### config.mk
export PLATFORM = sky130hd
export DESIGN_NAME = mandelbrot_dispatcher
export DESIGN_NICKNAME = d
export VERILOG_FILES = /design/src/rtl/mandelbrot_dispatcher.sv
export SDC_FILE = /design/constraint.sdc
export NUM_CORES = 1
export LEC_CHECK = 0
export BUFFER_PORTS_ARGS = -buffer_cell sky130_fd_sc_hd__buf_2
export CAP_MARGIN = 20
export CORE_MARGIN = 2
export CORE_UTILIZATION = 50
export CTS_CLUSTER_DIAMETER = 200
export DETAILED_ROUTE_END_ITERATION = 8
export GPL_TIMING_DRIVEN = 0
export HOLD_SLACK_MARGIN = 0.05
export PLACE_DENSITY = 0.77
export SLEW_MARGIN = 25
export SYNTH_ARGS = -nofsm -noshare
export SYNTH_HDL_FRONTEND = slang
export SYNTH_SLANG_ARGS = --single-unit
### constraint.sdc
create_clock -name clk -period 2.49 [get_ports clk]
set_input_delay 0.3735 -clock clk [delete_from_list [all_inputs] [get_ports clk]]
set_output_delay 0.3735 -clock clk [all_outputs]
set_load 0.05 [all_outputs]
### src/rtl/mandelbrot_dispatcher.sv
// Purpose : walks a frame in raster order, hands one c value at a time to an
//           iteration engine and forwards each result downstream as a pixel.
// Latency : ISSUE(1) + SETTLE(1) + engine cycles in WAIT + OUTPUT(>=1) per pixel.
// Backpr. : OUTPUT holds pix_valid and all pix_* fields until pix_ready; no new
//           engine_start is issued while a pixel is waiting for pix_ready.
//
// Ports
//   clk, rst                   single rising-edge clock, synchronous active-high reset
//   frame_start                request one frame scan (only honoured while idle)
//   x_min, y_max, step         left-edge real, top-edge imaginary, per-pixel increment
//   engine_start               one-cycle start pulse to the iteration engine
//   engine_c_real/_imaginary   c value of the pixel currently being computed
//   engine_valid, engine_is_mandelbrot, engine_iterations   engine result
//   pix_valid/pix_ready        downstream handshake
//   pix_x, pix_y, pix_iterations, pix_in_set                 pixel payload
//   busy                       high whenever the scanner is not idle
//   frame_done                 one-cycle pulse after the last pixel transfers
module mandelbrot_dispatcher #(
   parameter int FIXED_POINT_WIDTH = 16,
   parameter int MAX_ITER          = 256,
   parameter int H_RES             = 64,
   parameter int V_RES             = 48,
   localparam int IW = (MAX_ITER > 1) ? $clog2(MAX_ITER) : 1,
   localparam int XW = (H_RES > 1) ? $clog2(H_RES) : 1,
   localparam int YW = (V_RES > 1) ? $clog2(V_RES) : 1
) (
   input  logic                                clk,
   input  logic                                rst,
   input  logic                                frame_start,
   input  logic signed [FIXED_POINT_WIDTH-1:0] x_min,
   input  logic signed [FIXED_POINT_WIDTH-1:0] y_max,
   input  logic signed [FIXED_POINT_WIDTH-1:0] step,
   output logic                                engine_start,
   output logic signed [FIXED_POINT_WIDTH-1:0] engine_c_real,
   output logic signed [FIXED_POINT_WIDTH-1:0] engine_c_imaginary,
   input  logic                                engine_valid,
   input  logic                                engine_is_mandelbrot,
   input  logic [IW-1:0]                       engine_iterations,
   output logic                                pix_valid,
   input  logic                                pix_ready,
   output logic [XW-1:0]                       pix_x,
   output logic [YW-1:0]                       pix_y,
   output logic [IW-1:0]                       pix_iterations,
   output logic                                pix_in_set,
   output logic                                busy,
   output logic                                frame_done
);

   localparam logic [2:0] S_IDLE   = 3'd0;
   localparam logic [2:0] S_ISSUE  = 3'd1;
   localparam logic [2:0] S_SETTLE = 3'd2;
   localparam logic [2:0] S_WAIT   = 3'd3;
   localparam logic [2:0] S_OUTPUT = 3'd4;

   localparam logic [XW-1:0] X_LAST = XW'(H_RES - 1);
   localparam logic [YW-1:0] Y_LAST = YW'(V_RES - 1);

   logic [2:0]                          state_q,      state_d;
   logic [XW-1:0]                       x_q,          x_d;
   logic [YW-1:0]                       y_q,          y_d;
   logic signed [FIXED_POINT_WIDTH-1:0] c_real_q,     c_real_d;
   logic signed [FIXED_POINT_WIDTH-1:0] c_imag_q,     c_imag_d;
   logic signed [FIXED_POINT_WIDTH-1:0] x_min_q,      x_min_d;
   logic signed [FIXED_POINT_WIDTH-1:0] step_q,       step_d;
   logic [XW-1:0]                       pix_x_q,      pix_x_d;
   logic [YW-1:0]                       pix_y_q,      pix_y_d;
   logic [IW-1:0]                       pix_iter_q,   pix_iter_d;
   logic                                pix_in_set_q, pix_in_set_d;
   logic                                frame_done_q, frame_done_d;

   logic x_last;
   logic y_last;

   assign x_last = (x_q == X_LAST);
   assign y_last = (y_q == Y_LAST);

   // Control outputs are decoded straight from the state register, so they are
   // glitch-free and automatically confined to their owning state.
   assign engine_start       = (state_q == S_ISSUE);
   assign pix_valid          = (state_q == S_OUTPUT);
   assign busy               = (state_q != S_IDLE);
   assign frame_done         = frame_done_q;
   assign engine_c_real      = c_real_q;
   assign engine_c_imaginary = c_imag_q;
   assign pix_x              = pix_x_q;
   assign pix_y              = pix_y_q;
   assign pix_iterations     = pix_iter_q;
   assign pix_in_set         = pix_in_set_q;

   always_comb begin
      state_d      = state_q;
      x_d          = x_q;
      y_d          = y_q;
      c_real_d     = c_real_q;
      c_imag_d     = c_imag_q;
      x_min_d      = x_min_q;
      step_d       = step_q;
      pix_x_d      = pix_x_q;
      pix_y_d      = pix_y_q;
      pix_iter_d   = pix_iter_q;
      pix_in_set_d = pix_in_set_q;
      frame_done_d = 1'b0;

      case (state_q)
         S_IDLE: begin
            // Frame parameters are captured only here, so later changes on
            // x_min/y_max/step (or another frame_start) cannot disturb a scan.
            if (frame_start) begin
               x_min_d  = x_min;
               step_d   = step;
               x_d      = '0;
               y_d      = '0;
               c_real_d = x_min;
               c_imag_d = y_max;
               state_d  = S_ISSUE;
            end
         end

         S_ISSUE: begin
            state_d = S_SETTLE;
         end

         // engine_valid may still be high from the previous pixel's result
         // during this cycle, so it is deliberately not looked at here.
         S_SETTLE: begin
            state_d = S_WAIT;
         end

         S_WAIT: begin
            if (engine_valid) begin
               pix_iter_d   = engine_iterations;
               pix_in_set_d = engine_is_mandelbrot;
               pix_x_d      = x_q;
               pix_y_d      = y_q;
               state_d      = S_OUTPUT;
            end
         end

         S_OUTPUT: begin
            if (pix_ready) begin
               if (!x_last) begin
                  x_d      = x_q + 1'b1;
                  c_real_d = c_real_q + step_q;   // wraps modulo 2^W by design
                  state_d  = S_ISSUE;
               end else if (!y_last) begin
                  x_d      = '0;
                  y_d      = y_q + 1'b1;
                  c_real_d = x_min_q;
                  c_imag_d = c_imag_q - step_q;   // rows go downward in imaginary
                  state_d  = S_ISSUE;
               end else begin
                  frame_done_d = 1'b1;
                  state_d      = S_IDLE;
               end
            end
         end

         default: begin
            state_d = S_IDLE;
         end
      endcase
   end

   always_ff @(posedge clk) begin
      if (rst) begin
         state_q      <= S_IDLE;
         x_q          <= '0;
         y_q          <= '0;
         c_real_q     <= '0;
         c_imag_q     <= '0;
         x_min_q      <= '0;
         step_q       <= '0;
         pix_x_q      <= '0;
         pix_y_q      <= '0;
         pix_iter_q   <= '0;
         pix_in_set_q <= 1'b0;
         frame_done_q <= 1'b0;
      end else begin
         state_q      <= state_d;
         x_q          <= x_d;
         y_q          <= y_d;
         c_real_q     <= c_real_d;
         c_imag_q     <= c_imag_d;
         x_min_q      <= x_min_d;
         step_q       <= step_d;
         pix_x_q      <= pix_x_d;
         pix_y_q      <= pix_y_d;
         pix_iter_q   <= pix_iter_d;
         pix_in_set_q <= pix_in_set_d;
         frame_done_q <= frame_done_d;
      end
   end

endmodule

==> summary.md, run 1 <==
| Metric | Value |
|---|---|
| Outcome | complete, no violations |
| Mapped Cells | approximately 720 |
| Num Clock Sinks | between 100 and 150 |
| First-pass GRT wire length | 27,260 um |
| Top-Level Pins | between 100 and 150 |
| Via count | roughly 6,000 |
| Fmax | about 0.42 GHz |
| Hold Fails Final Rpt | 0 |
| CP arrival | between 2000 and 3000 ps |
| Critical path startpoint category | register |
| Register area | 0.002033 mm^2 |
| Detailed-placement wirelength estimate | about 13,000 um |
| Routed WL per cell | between 15 and 20 um |
| Syn-to-layout area delta | 18.59% |
| Power, Total | 4252 uW |
| Max VDD drop | between 0.5 and 0.6 mV |
| Inst Count DP | between 900 and 1,000 |
| Power share of the clock group | about 26% |
| Vias in the first global route | 5,479 |
| Final Net Count | between 900 and 1,000 |
| Worst slew pin tran | roughly 860 ps |
| Die area | 0.01208 mm^2 |
| FF+latch count, synth | between 100 and 150 |
| Largest net degree at the start of global routing | 16 |
| DRT Pass-1 Iters | 6 |
| Critical path class | register to register |
| Critical Path RT | around 2800 ps |
| Count of cell types in the netlist | 63 |
| Sequential fraction of the synthesis area | 36.06% |
| Mean post-synth cell area | between 7 and 8 um^2 |
| RSZ-0062 raised after global routing | true |
| Core Area | between 0.01 and 0.015 mm^2 |
| Worst Setup End Kind | register |
| Hold slack | approximately 210 ps |
| Flop pwr share | a little over two fifths |
| Die height | about 110 um |
| Antenna Violating Nets Remaining | 0 |
| Fin Setup TNS | 0 ps |
| Mapped Area | 0.005607 mm^2 |
| Cell Rows | 38 |
| CTS max path bufs | 2 |
| Synth warn | 0 |
| Share of layout cells above drive strength 1 | 21.54% |
| Routability Congestion | just over 0.9 |
| Worst skew pair latency | between 300 and 400 ps |
| # setup viols final | 0 |
| Port bufs | 117 |
| Gate power share | between 30% and 40% |
| Initial detailed-routing violation count | roughly 520 |
| Max Slew Vio Count | 0 |
| Num CTS Buffers | 9 |
| Horiz. Die Dim | between 100 and 150 um |
| CP Max Fanout | 6 |
| # DRC | 0 |
| Area of the multi-input gates | around 0.0034 mm^2 |
| Rel. slew slack | between 40% and 50% |
| Ys flop type | dfxtp_1 |
| Fill cell count | 991 |
| Clk root buf | clkbuf_8 |
| Hold crit path type | input pin to register |
| Syn Nets | 820 |
| Total Routed Length | 17,950 um |
| Initial antenna violation count | 0 |
| N_diodes | 0 |
| Final Cycle Share | 96.09% |
| DR vias/cell | around 6.0 |
| Final Critical Period | between 2000 and 2500 ps |
| Pwr/cell area | ~640 mW/mm^2 |
| Tot GR Track Use | around 30% |
| Number of enable flip-flop cells after synthesis | 0 |
| Post-CTS Hold Fix Bufs | 0 |
| Net Switching | between 1500 and 2000 uW |
| Sw frac | between 30% and 40% |
| Internal power | roughly 2700 uW |
| Max cap viols | 0 |
| H-tree depth | 3 |
| Reg clk slew, reported paths | between 100 and 150 ps |
| Gr ovfl total | 0 |
| Lkg Pwr | approximately 0.0028 uW |
| Clock Skew | 13.64 ps |
| Layout Cells excl Fill | 999 |
| CTS tree | done |
| Asr flop ratio synth | 0% |
| Initial core utilization | 51.49% |
through the flow:
| step | area [um^2] | worst slack (ps) | util (%) |
|---|---|---|---|
| after floorplan | 5609 | 1.555 | - |
| after global placement | 6370 | 43.06 | 58.50 |
| after CTS | 6578 | 3.510 | 60.41 |
| after detailed placement | 6370 | -61.51 | 58.50 |
| final | 6649 | 97.31 | 61.07 |
| after global routing | 6649 | -7.147 | 61.07 |
layout make-up:
cell class	instances	share of cell area [%]
Multi-Input combinational cell	565	50.90
Sequential cell	101	30.58
Timing Repair Buffer	119	9.033
Tap cell	140	2.635
Buffer	34	2.616
Clock buffer	11	2.126
Inverter	24	1.355
Clock inverter	5	0.7527
path summary, 6_finish.rpt:
path	slack (ps)	start	cells after the start	endpoint
setup / recovery	100	step_q[5]	9	engine_c_imaginary[15]
hold / removal	210	step[1]	3	step_q[1]
setup reg to reg	100	step_q[5]	9	engine_c_imaginary[15]
hold reg to reg	460	pix_y[1]	2	pix_y[1]
power groups by stage:
stage	Clock [uW]	Combinational [uW]	Sequential [uW]
global placement	0	1240	1830
detailed placement	0	1280	1830
finish	1100	1350	1800
CTS	1100	1290	1800
floorplan	0	798	1980
global route	1160	1460	1810
cell usage after synthesis (4+ instances only):
library cell    n  area share [%]
ha_1           32             7.1
nand2_1       159              11
a211o_1         4            0.62
nand2b_1        4            0.45
inv_1          24             1.6
a21o_1          5            0.67
xnor2_1        11             1.7
and3_1          8            0.89
dfxtp_1       101              36
o21ai_0        34             3.0
nand4_1         5            0.56
nor2_1         48             3.2
a21oi_1        94             8.4
a211oi_1       14             1.9
clkbuf_1       22             1.5
nor3_1         16             1.4
o21a_1          8             1.1
o21bai_1        6            0.80
nor2b_1         9             1.0
xor2_1         11             1.7
buf_2           8            0.71
a222oi_1       11             2.0
a31oi_1         6            0.67
nand3_1        14             1.2
worst max-delay path, cell delays in order, from the launching register on:
cell and delay, ps:
dfxtp_2 350, inv_1 80, ha_2 210, a211o_1 310
or3_4 340, o31ai_4 340, o21ai_1 120, o311ai_1 120
mux2i_1 300, a31oi_1 110
flip-flops by register name (all words and copies together), names as in the netlist:
register / flops
engine_c_imaginary: 16
pix_iterations: 8
x_q: 6
pix_in_set: 1
engine_c_real: 16
pix_y: 6
pix_x: 6
step_q: 16
frame_done: 1
y_q: 6
state_q: 3
x_min_q: 16
timing repair:
item	in CTS	in global routing
endpoints found under the setup margin	5	23
pin swaps	1	7
setup buffers	0	2
resized for setup	4	22
cell usage in the layout (no fill, tap or decap), types with 6 or more instances in the layout:
cell	synthesis	routed
clkbuf_1	22	23
nand2_1	159	159
nor3_1	16	15
and3_1	8	8
nand3_1	14	14
buf_2	8	124
o21a_1	8	8
a222oi_1	11	11
clkbuf_8	3	13
dfxtp_1	101	94
inv_1	24	22
a21oi_1	94	92
nor2_1	48	48
nor2b_1	9	9
dfxtp_2	0	6
o21ai_0	34	30
xor2_1	11	11
o21ai_1	3	7
a31oi_1	6	6
xnor2_1	11	11
ha_1	32	28
a211oi_1	14	13
routing by layer:
| layer | vias up | part of all wire [%] | global-route usage (%) |
|---|---|---|---|
| met3 | 41 | 7.7 | 5.631 |
| met1 | 2793 | 42 | 37.18 |
| met5 | - | 0 | 0 |
| met2 | 278 | 48 | 50.79 |
| li1 | 2840 | - | - |
| met4 | 0 | 2.5 | 11.12 |
cell families (layout without fill, tap and decap cells):
group	after synthesis	in the layout	synth area share, %
muxes	1	1	0.1785
adders and majority gates	34	34	7.855
AOI/OAI and AO/OA	217	217	24.37
DFF	101	101	36.06
xor gates and xnor gates	22	22	3.437
and+or+nand+nor	291	291	23.43
buffers and inverters	58	193	4.664
Power figures use the tool's default switching activity.
==> inputs of run 2 (changes only) <==
--- a/config.mk
+++ b/config.mk
@@ -9,3 +9,2 @@
 export CAP_MARGIN = 20
-export CORE_MARGIN = 2
 export CORE_UTILIZATION = 50
--- a/constraint.sdc
+++ b/constraint.sdc
@@ -3,2 +3,2 @@
 set_output_delay 0.3735 -clock clk [all_outputs]
-set_load 0.05 [all_outputs]
+set_load 0.02 [all_outputs]
==> run 2 against run 1 <==
Register-to-register slack worse by 30 ps. Global-route usage up 0.31 points. Combinational power down 9.6%. Cell count unchanged. Die area down 3.6%. Critical path type unchanged. Critical endpoint is now engine_c_imaginary[12]. Largest power group unchanged.
==> summary.md, run 2 (synthesis gave the netlist of run 1 again) <==
| Metric | Value |
|---|---|
| Syn-to-layout area delta | 19.04% |
| Clk root buf | clkbuf_8 |
| Total Routed Length | 17,190 um (-4.2%) |
| Largest net degree at the start of global routing | 17 (+1) |
| Gr ovfl total | 0 (unchanged) |
| Share of layout cells above drive strength 1 | 20.95% (-0.58 points) |
| Port bufs | 117 (unchanged) |
| Lkg Pwr | 0.002766 uW (+0.11%) |
| CP arrival | 2710 ps (+50 ps) |
| Fmax | 0.4133 GHz (-1.1%) |
| Inst Count DP | 981 (unchanged) |
| Critical Path RT | 2790 ps (+30 ps) |
| Critical path class | register to register |
| Die area | 0.01164 mm^2 (-3.6%) |
| Initial core utilization | 51.49% (unchanged) |
| Setup crit start | engine_c_imaginary[0] |
| DRT Pass-1 Iters | 6 (unchanged) |
| CP endpoint | engine_c_imaginary[12] |
| RR Endpoint | engine_c_imaginary[12] |
| Final Net Count | 950 (unchanged) |
| Vias in the first global route | 5,496 (+0.31%) |
| Critical path startpoint category | register |
| # setup viols final | 0 (unchanged) |
| Flop2flop setup slack | 70 ps (-30 ps) |
| Detailed-placement wirelength estimate | 12,990 um (-2.4%) |
| # DRC | 0 (unchanged) |
| Worst slew pin tran | 851.6 ps (-5.142 ps) |
| Die height | 107.9 um (-1.8%) |
| Initial detailed-routing violation count | 446 (-15%) |
| Cell Rows | 38 (unchanged) |
| Worst Path Buf+Inv | 1 (unchanged) |
| Pre-CTS setup slack | -57.70 ps (+3.810 ps) |
| Worst skew pair latency | 370 ps (-20 ps) |
| Top-Level Pins | 119 (unchanged) |
| Via count | 5,913 (-0.66%) |
| Worst r2r src | engine_c_imaginary[0] |
| Horiz. Die Dim | 107.9 um (-1.8%) |
| Layout Cells excl Fill | 999 (unchanged) |
| Hold Fails Final Rpt | 0 (unchanged) |
| Outcome | complete, no violations |
| Pwr/cell area | 631.0 mW/mm^2 (-1.3%) |
| Max cap viols | 0 (unchanged) |
| Num CTS Buffers | 9 (unchanged) |
| Worst-path cell chain | inv_1 -> ha_1 -> fa_2 -> and2b_1 -> o21ai_1 -> a21boi_2 -> o211ai_1 -> o21ai_0 -> nand4_1 -> o221ai_1 |
| Hold crit path type | input pin to register |
| RSZ-0062 raised after global routing | true |
| Crit-path slowest cell | o21ai_0 |
| Final setup margin | 70.67 ps (-26.64 ps) |
| Tot GR Track Use | 30.11% (+0.31 points) |
| DR vias/cell | 5.919 (-0.66%) |
| CP Max Fanout | 5 (-1) |
| Clock Skew | 7.054 ps (-6.591 ps) |
| Leading cell type in the layout, fill and taps excluded | nand2_1 |
| Reg clk slew, reported paths | 100 ps (about the same) |
| Hold slack | 224.8 ps (+14.51 ps) |
| Max VDD drop | 0.2749 mV (-46%) |
| N_diodes | 0 (unchanged) |
| CTS max path bufs | 2 (unchanged) |
| Crit-path max cell delay | 360 ps (about the same) |
| Post-layout util | 61.30% (+0.23 points) |
| CTS tree | done |
| Num Clock Sinks | 101 (unchanged) |
| Core Area | 0.01089 mm^2 (unchanged) |
| Fill cell count | 984 (-0.71%) |
| Worst Setup End Kind | register |
| Final Cycle Share | 97.16% (+1.1 points) |
| CP delay by family, top | compound AO/OA/AOI/OAI gates |
| Routability Congestion | 0.9501 (+4.2%) |
| H-tree depth | 3 (unchanged) |
| Most frequent cells in the layout | nand2_1 (159), buf_2 (124), dfxtp_1 (97) |
| Routed WL per cell | 17.21 um (-4.2%) |
| First-pass GRT wire length | 26,900 um (-1.3%) |
| Antenna Violating Nets Remaining | 0 (unchanged) |
| Critical Path Stages | 10 (+1) |
| Worst r2r path cells | 10 (+1) |
| Rel. slew slack | 42.92% (+0.34 points) |
| Max Slew Vio Count | 0 (unchanged) |
| Final Critical Period | 2419 ps (+26.64 ps) |
| Initial antenna violation count | 0 (unchanged) |
[run 2: final cells by class]
| cell class | instances | area (um^2) | share of cell area [%] |
|---|---|---|---|
| Inverter | 24 | 90.09 | 1.350 |
| Buffer | 34 | 173.9 | 2.606 |
| Tap cell | 140 | 175.2 | 2.625 |
| Multi-Input combinational cell | 565 | 3382 | 50.67 |
| Timing Repair Buffer | 119 | 600.6 | 8.999 |
| Clock inverter | 5 | 83.83 | 1.256 |
| Sequential cell | 101 | 2027 | 30.37 |
| Clock buffer | 11 | 141.4 | 2.118 |
[run 2: timing repair]
| item | 4_1_cts | 5_1_grt |
|---|---|---|
| hold buffers | 0 | 0 |
| buffers inserted | 0 | 2 |
| resized for setup | 2 | 20 |
| gates cloned | 0 | 0 |
| setup endpoints to repair | 4 | 19 |
| pin swaps | 0 | 6 |
| endpoints found under the hold margin | 0 | 0 |
[run 2: worst min path at each step]
| stage | startpoint | end | slack [ps] | depth (start not counted) |
|---|---|---|---|---|
| after floorplan | x_min_q[13] | x_min_q[13] | 430 | 2 |
| after global placement | pix_iterations[6] | pix_iterations[6] | 440 | 2 |
| after detailed placement | pix_y[2] | pix_y[2] | 450 | 2 |
| after CTS | step[2] | step_q[2] | 220 | 3 |
| after global routing | step[7] | step_q[7] | 220 | 3 |
| final | step[5] | step_q[5] | 220 | 3 |
[run 2: layer usage]
| metal | vias to the layer above | share of wire [%] | GRT usage, % |
|---|---|---|---|
| met2 | 297 | 47 | 50.55 |
| met4 | 0 | 2.7 | 12.52 |
| met1 | 2733 | 41 | 38.26 |
| li1 | 2840 | - | - |
| met3 | 43 | 9.7 | 4.600 |
| met5 | - | 0 | 0 |
[run 2: metrics by stage]
stage	power [uW]	TNS [ps]	cell area [um^2]
finish	4211	0	6674
global route	4409	-36.72	6674
CTS	4158	0	6601
detailed placement	2989	-84.31	6367
global placement	2944	0	6367
floorplan	2654	0	5607
[run 2: worst reg2reg max path, stage by stage (launching register included)]
cell and delay (ps):
dfxtp_1 340, inv_1 60, ha_1 230, fa_2 350, and2b_1 220, o21ai_1 90, a21boi_2 260, o211ai_1 180
o21ai_0 360, nand4_1 150, o221ai_1 90
[run 2: report_power, final]
| part | switching (uW) | internal [uW] |
|---|---|---|
| clock | 598 | 596 |
| sequential | 91.5 | 1710 |
| combinational | 723 | 492 |
==> inputs of run 3 (changes only) <==
- PLACE_DENSITY: 0.77 -> 0.74
- SLEW_MARGIN: 25 -> default
- clock period: 2.49 -> 2.66 ns (I/O delays scaled with it)
==> run 3 against run 2 <==
Die area stayed put. Clock power shrank 8%. Design area shrank 1.1%. Utilization decreased by 0.70 points. Flip-flop and latch count did not move. Critical path depth is 1 lower. Non-clock buffer count is 1 lower. Clock skew up 5.3 ps. Sequential share of layout area increased by 0.28 points. Cell count fell by 0.20%. Register-to-register slack better by 50 ps. Critical path type unchanged. Largest cell class unchanged.
==> summary.md, run 3 (synthesis gave the netlist of run 1 again) <==
| Metric | Value |
|---|---|
| Outcome | complete, no violations |
| Worst Setup End Kind | register |
| RSZ-0062 raised after global routing | false |
| CP arrival | 2790 ps (+80 ps) |
| First-pass GRT wire length | 26,640 um (-0.98%) |
| Leading cell type in the layout, fill and taps excluded | nand2_1 |
| Gate power share | 28.8% (about the same) |
| Syn-to-layout area delta | 17.67% |
| Final Critical Period | 2536 ps (+116.3 ps) |
| Die area | 0.01164 mm^2 (unchanged) |
| Lkg Pwr | 0.002763 uW (-0.13%) |
| Max Slew Vio Count | 0 (unchanged) |
| Gr ovfl total | 0 (unchanged) |
| Tot GR Track Use | 30.24% (+0.13 points) |
| Port bufs | 117 (unchanged) |
| Hold slack | 242.8 ps (+18.06 ps) |
| Clk root buf | clkbuf_8 |
| Hold Fails Final Rpt | 0 (unchanged) |
| Most frequent cells in the layout | nand2_1 (159), buf_2 (125), dfxtp_1 (101) |
| Final setup margin | 124.4 ps (+53.73 ps) |
| Fin Setup TNS | 0 ps (unchanged) |
| Largest net degree at the start of global routing | 16 (-1) |
| CTS tree | done |
| Power share of the clock group | 28.0% (-0.4 points) |
| Num CTS Buffers | 9 (unchanged) |
| Antenna Violating Nets Remaining | 0 (unchanged) |
| Critical Path RT | 2920 ps (+130 ps) |
| Final Net Count | 949 (-0.11%) |
| H-tree depth | 3 (unchanged) |
| Max VDD drop | 0.3413 mV (+24%) |
| Worst-path cell chain | ha_1 -> fa_1 -> a211oi_1 -> o21bai_1 -> a21oi_1 -> xor2_1 -> o21ai_0 -> a222oi_1 -> nor2_1 |
| CTS max path bufs | 2 (unchanged) |
| Routability Congestion | 0.9070 (-4.5%) |
| Die height | 107.9 um (unchanged) |
| Horiz. Die Dim | 107.9 um (unchanged) |
| DR vias/cell | 5.873 (-0.78%) |
| Worst skew pair latency | 390 ps (+20 ps) |
| Worst Path Buf+Inv | 0 (-1) |
| Fmax | 0.3944 GHz (-4.6%) |
| # setup viols final | 0 (unchanged) |
| Net Switching | 1295 uW (-8.4%) |
| Critical path class | register to register |
| CP delay by family, top | compound AO/OA/AOI/OAI gates |
| Crit-path slowest cell | fa_1 |
| Pre-CTS setup slack | -91.28 ps (-33.58 ps) |
| Internal power | 2597 uW (-7.2%) |
| Hold crit path type | input pin to register |
| Max cap viols | 0 (unchanged) |
| Clock Skew | 12.36 ps (+5.307 ps) |
| Initial antenna violation count | 0 (unchanged) |
| Total Routed Length | 17,300 um (+0.63%) |
| Initial detailed-routing violation count | 409 (-8.3%) |
| Cell Rows | 38 (unchanged) |
| Reg clk slew, reported paths | 100 ps (about the same) |
| N_diodes | 0 (unchanged) |
| Core Area | 0.01089 mm^2 (unchanged) |
| Final Cycle Share | 95.32% (-1.8 points) |
| Routed WL per cell | 17.35 um (+0.84%) |
| Via count | 5,855 (-0.98%) |
| # DRC | 0 (unchanged) |
| Critical path startpoint category | register |
| Detailed-placement wirelength estimate | 13,070 um (+0.56%) |
| Sw frac | 33.27% (-0.28 points) |
| Flop pwr share | 43.3% (+0.5 points) |
| Initial core utilization | 51.49% (unchanged) |
| Top-Level Pins | 119 (unchanged) |
| DRT Pass-1 Iters | 6 (unchanged) |
| Share of layout cells above drive strength 1 | 18.90% (-2.1 points) |
| Vias in the first global route | 5,176 (-5.8%) |
| Rel. slew slack | 27.38% (-16 points) |
| CP Max Fanout | 3 (-2) |
| Num Clock Sinks | 101 (unchanged) |
| Worst slew pin tran | 1089 ps (+237.6 ps) |
| Crit-path max cell delay | 440 ps (+80 ps) |
| Pwr/cell area | 589.9 mW/mm^2 (-6.5%) |
| Post-CTS Hold Fix Bufs | 0 (unchanged) |
## run 3: timing repair
| item | in CTS | in global routing |
|---|---|---|
| setup buffers | 0 | 1 |
| pin swaps | 0 | 1 |
| setup endpoints to repair | 3 | 6 |
| gates resized for setup | 1 | 3 |
## run 3: path summary, 6_finish.rpt
kind,startpoint,end,slack [ps],cells after the start
hold reg to reg,pix_in_set,pix_in_set,460,2
hold / removal,step[2],step_q[2],240,3
setup reg to reg,engine_c_real[0],engine_c_real[6],120,9
setup / recovery,engine_c_real[0],engine_c_real[6],120,9
## run 3: stage by stage
stage	cells	instance area, um^2	total power [uW]	utilization (%)
final	997	6598	3892	60.60
after global routing	997	6598	4081	60.60
after CTS	996	6581	3873	60.45
after detailed placement	981	6367	2800	58.48
after global placement	981	6367	2766	58.48
after floorplan	724	5607	2483	-
## run 3: per-layer routing
metal	vias up	track usage, %	routed length (um)
met1	2766	38.61	7475
li1	2832	-	-
met4	0	10.37	364
met2	223	50.46	8221
met5	-	0	0
met3	34	6.114	1237
## run 3: cell type report
| class | count | area, um^2 |
|---|---|---|
| buffer | 34 | 171.4 |
| clock buffer | 11 | 141.4 |
| clock inverter | 4 | 72.57 |
| fill | 1029 | 4290 |
| inverter | 24 | 90.09 |
| multi-input combinational | 565 | 3332 |
| sequential | 101 | 2022 |
| tap | 140 | 175.2 |
| timing repair buffer | 118 | 593.1 |
## run 3: power by group through the flow
stage,registers (uW),clock network (uW),logic (uW)
after floorplan,1750,0,735
after global placement,1710,0,1050
after detailed placement,1720,0,1080
after CTS,1680,1100,1090
after global routing,1690,1160,1220
final,1680,1090,1120
## run 3: worst min-delay path, delay by kind of cell
family | cells | cell delay [ps]
AND/OR/NAND/NOR | 1 | 40
buffers and inverters | 1 | 100
AO/OA/AOI/OAI | 1 | 50
